<file path="config.mk">
export PLATFORM = sky130hd
export DESIGN_NAME = str_fifo
export DESIGN_NICKNAME = d
export VERILOG_FILES = /design/src/rtl/str_fifo.sv
export SDC_FILE = /design/constraint.sdc
export NUM_CORES = 1
export LEC_CHECK = 0
export CAP_MARGIN = 10
export CORE_MARGIN = 3
export CORE_UTILIZATION = 60
export DETAILED_ROUTE_END_ITERATION = 12
export PLACE_DENSITY = 0.8
export REMOVE_ABC_BUFFERS = 1
export SLEW_MARGIN = 15
export SYNTH_ARGS = -nofsm -noshare
export SYNTH_HDL_FRONTEND = slang
export SYNTH_SLANG_ARGS = --single-unit
export TNS_END_PERCENT = 5
</file>
<file path="constraint.sdc">
create_clock -name clk -period 4.6 [get_ports clk]
set_clock_uncertainty 0.2 [all_clocks]
set_input_delay 0.69 -clock clk [delete_from_list [all_inputs] [get_ports clk]]
set_output_delay 0.69 -clock clk [all_outputs]
set_load 0.05 [all_outputs]
</file>
<file path="src/rtl/str_fifo.sv">
// str_fifo: synchronous valid/ready stream FIFO.
// Decouples producer and consumer handshakes, stores up to DEPTH words in
// order, and registers both s_tready and m_tvalid so neither handshake sees a
// combinational path through the FIFO.
// Optional build macro STR_FIFO_LEVEL_EN adds the `level` occupancy output.
module str_fifo #(
    parameter int VW    = 32,
    parameter int DEPTH = 8
) (
    input  logic                     clk,
    input  logic                     rst,
    input  logic                     s_tvalid,
    output logic                     s_tready,
    input  logic [VW-1:0]            s_tdata,
    output logic                     m_tvalid,
    input  logic                     m_tready,
    output logic [VW-1:0]            m_tdata
`ifdef STR_FIFO_LEVEL_EN
    ,
    output logic [$clog2(DEPTH):0]   level
`endif
);

    localparam int AW = $clog2(DEPTH);
    localparam logic [AW:0] FULL_CNT = (AW+1)'(DEPTH);

    // Pointers carry one extra wrap bit; the low AW bits index storage.
    logic [AW:0]   wr_ptr;
    logic [AW:0]   rd_ptr;
    logic [AW:0]   cnt;
    logic [AW:0]   cnt_next;
    logic [VW-1:0] mem [DEPTH];
    logic          wr_en;
    logic          rd_en;

    // A transfer only happens when both sides of that handshake agree; the
    // ready/valid flags are registered so full/empty collisions resolve here.
    assign wr_en = s_tvalid && s_tready;
    assign rd_en = m_tvalid && m_tready;

    // Occupancy after this edge: simultaneous read and write cancel out.
    always_comb begin
        cnt_next = cnt;
        if (wr_en && !rd_en) begin
            cnt_next = cnt + 1'b1;
        end else if (rd_en && !wr_en) begin
            cnt_next = cnt - 1'b1;
        end
    end

    // Pointers, occupancy and registered handshake flags; reset wins over
    // any handshake sampled in the same cycle.
    always_ff @(posedge clk) begin
        if (rst) begin
            wr_ptr   <= '0;
            rd_ptr   <= '0;
            cnt      <= '0;
            s_tready <= 1'b1;
            m_tvalid <= 1'b0;
        end else begin
            if (wr_en) begin
                wr_ptr <= wr_ptr + 1'b1;
            end
            if (rd_en) begin
                rd_ptr <= rd_ptr + 1'b1;
            end
            cnt      <= cnt_next;
            s_tready <= (cnt_next != FULL_CNT);
            m_tvalid <= (cnt_next != '0);
        end
    end

    // Storage array; cleared on reset so the head word reads as zero.
    always_ff @(posedge clk) begin
        if (rst) begin
            for (int i = 0; i < DEPTH; i++) begin
                mem[i] <= '0;
            end
        end else if (wr_en) begin
            mem[wr_ptr[AW-1:0]] <= s_tdata;
        end
    end

    assign m_tdata = mem[rd_ptr[AW-1:0]];

`ifdef STR_FIFO_LEVEL_EN
    assign level = cnt;
`endif

endmodule

</file>
==> results.md, run 1 <==
- Num rows: 51
- GRT Residual Overflow: 0
- Initial core utilization: approximately three fifths
- Slowest Stage Delay on Critical Path: ~720 ps
- Antenna violations before repair: 0
- FF+latch count, synth: between 200 and 300
- Final period util: between 80% and 90%
- Peak VDD IR: 0.2970 mV
- Layout area overhead: 16.10%
- Hold WC Path Type: reg -> reg
- First-pass DRT Iterations: 5
- Insertion delay to the later sink of the worst-skew pair: approximately 520 ps
- Max-slew violations: 0
- Min Clock Period, post-route: 3933 ps
- Final ANT Viol Nets: 0
- Setup-failing EPs final: 0
- Die Y: approximately 150 um
- Routed via count: 6648
- Total Power: 6.056 mW
- Register-to-Register Path Depth: 5
- Status: complete, no violations
- Fin cells: 1109
- Clk sinks: approximately 270
- Max_cap viols: 0
- Netlist cell types: 36
- Core Footprint: ~20000 um2
- Slew margin rel.: 57.28%
- Via-to-Cell Ratio: between 5 and 6
- Layout cells sized above 1: between 20 and 30%
- Primary FF master, synth: edfxtp_1
- CP max stage cell: clkdlybuf4s50_1
- Ys async rst share: 0%
- Kind of critical path: reg -> out
- CP arrival: 3040 ps
- Die ar.: 21920 um2
- Worst slew pin tran: 640.8 ps
- CTS tree: built
- Boundary Pins: 70
- Post-CTS Setup Inserts: 0
- Register area share after synthesis: around 66%
- Critical Path Source Type: flip-flop
- Hold_buf cts: 0
- Ant. Diodes: 0
- Cell count after placement: 1060
- CTS Buf Count: 27
- Mapped Cells: roughly 740
- Pin count of the biggest net entering global routing: 33
- Total Wirelength: 26.53 mm
- Final Hold Viols: 0
- Clk slew on worst S/H paths: 60 ps
- Flop2flop setup slack: 2080 ps
- Drt drc: 0
- Nets: 864
- DRT iter0 DRCs: 662
- Worst path cell trace: buf_4, mux4_2, mux2_2, clkdlybuf4s50_1
- Root Driver: clkbuf_16
- Setup crit end kind: primary output
- Port Buffers: 69
- Die width: 148.1 um
- Post-Route Utilization: 71.52%
- Vias in the first global route: between 7000 and 8000
- Maximum fanout along the worst path: 19
- GPL Wtd Cong: 0.7399
- PD cells: 430.8 nW/um2
- Hpwl dp: 15.15 mm
- Post-Syn Area per Cell: 16.32 um2
- Pleak: 5.077 nW
- Worst path top cell family by delay: buffers and inverters
- Post-DP Area: approximately 13000 um2
- FMAX: 254.3 MHz
- GRT Total Usage: about a quarter
- Wire per inst: 23.93 um
- Most frequent cells in the layout: 256 x edfxtp_1, 231 x and2_1, 69 x clkdlybuf4s50_1, 64 x mux4_2, 33 x mux2_2
- H-Tree Depth: 1
- CTS Buffer Depth: 3
- Yosys warns: 0
- Synthesized area: 12110 um2
- Worst hold margin: around 320 ps
- Post-synth EDFFs: 256
- Commonest non-fill, non-tap cell in the layout: edfxtp_1
- PostCTS Resize Cnt: 0
- Fillers: 1277
- Worst r2r dst: mem[6][2]$_SDFFCE_PN0P_
- Global-route wire length before repair: 41.03 mm
- Worst R2R Start: s_tready$_SDFF_PP1_
- Worst path required time: 3710 ps
- Hold depth: 2
- RSZ-0062 raised after global routing: false
- Critical path buffers and inverters: 2
- Final instance area: 14060 um2
- Worst hold start: rd_ptr[1]$_SDFFE_PP0P_
## cells by family after synthesis
group | synth area share, %
flops | 65.97
compound gates | 0.6822
fa+ha+maj | 0.4134
xor+xnor | 0.3617
simple gates | 15.86
mux | 15.06
buf+inv | 1.653
## cells in the mapped netlist (2+ instances only)
cell type / n / area [um2]
a21oi_1: 4 / 20.02
a311oi_1: 2 / 17.52
and2_1: 231 / 1445
and2_2: 25 / 187.7
buf_2: 7 / 35.03
clkbuf_1: 24 / 90.09
clkbuf_2: 12 / 60.06
dfxtp_1: 15 / 300.3
edfxtp_1: 256 / 7687
ha_1: 4 / 50.05
inv_1: 3 / 11.26
mux2_2: 33 / 371.6
mux4_2: 64 / 1441
nand2_1: 8 / 30.03
nand2b_1: 2 / 12.51
nand3_1: 8 / 40.04
nor2_1: 11 / 41.29
nor2_4: 3 / 33.78
nor2b_1: 2 / 12.51
or2_2: 9 / 56.30
xor2_1: 4 / 35.03
## power breakdown
part,internal [mW],switching [mW]
registers,2.84,0.0881
logic,0.478,0.592
clock network,1.18,0.882
## registers in the layout, summed over array words and instances, names as in the netlist, named ones only
| register | count |
|---|---|
| mem | 256 |
| cnt | 4 |
| wr_ptr | 3 |
| s_tready | 1 |
| m_tvalid | 1 |
| rd_ptr | 3 |
## worst min-delay path: stages (launching register included)
cell	delay, ps
dfxtp_1	310
nand2_1	50
a21oi_1	90
## through the flow
stage | setup TNS (ps) | setup slack (ps)
global route | 0 | 539.9
CTS | 0 | 626.5
floorplan | -1890 | -59.07
detailed placement | 0 | 1186
finish | 0 | 667.2
global placement | 0 | 1195
## worst max path at each step
stage,from,end,cells after the start
after floorplan,flip-flop,m_tdata[0],2
after global placement,flip-flop,m_tdata[3],4
after detailed placement,flip-flop,m_tdata[31],4
after CTS,flip-flop,m_tdata[13],4
after global routing,flip-flop,m_tdata[13],4
final,flip-flop,m_tdata[13],4
## per-layer routing
metal	part of all wire, %	GRT usage [%]
met4	1.8	6.282
met2	51	42.29
met3	7.2	3.504
met1	40	34.50
met5	0	0
## final cells by class
type                            count  area (um2)  area share (%)
Clock buffer                       36       739.5           5.260
Tap cell                          265       331.6           2.359
Multi-Input combinational cell    424        3928           27.94
Clock inverter                     13       91.34          0.6498
Sequential cell                   271        7993           56.86
Inverter                            3       11.26         0.08011
Timing Repair Buffer               97       963.4           6.854
Power figures use the tool's default switching activity.
==> run 2: changes to the inputs <==
CTS_CLUSTER_DIAMETER = 120   (was not set)
==> results of run 2 <==
No change in the layout: final DEF, timing and power equal those of run 1.
==> run 3: changes to the inputs <==
CTS_CLUSTER_DIAMETER = 150   (was 120)
==> results of run 3 <==
No change in the layout: final DEF, timing and power equal those of run 1.
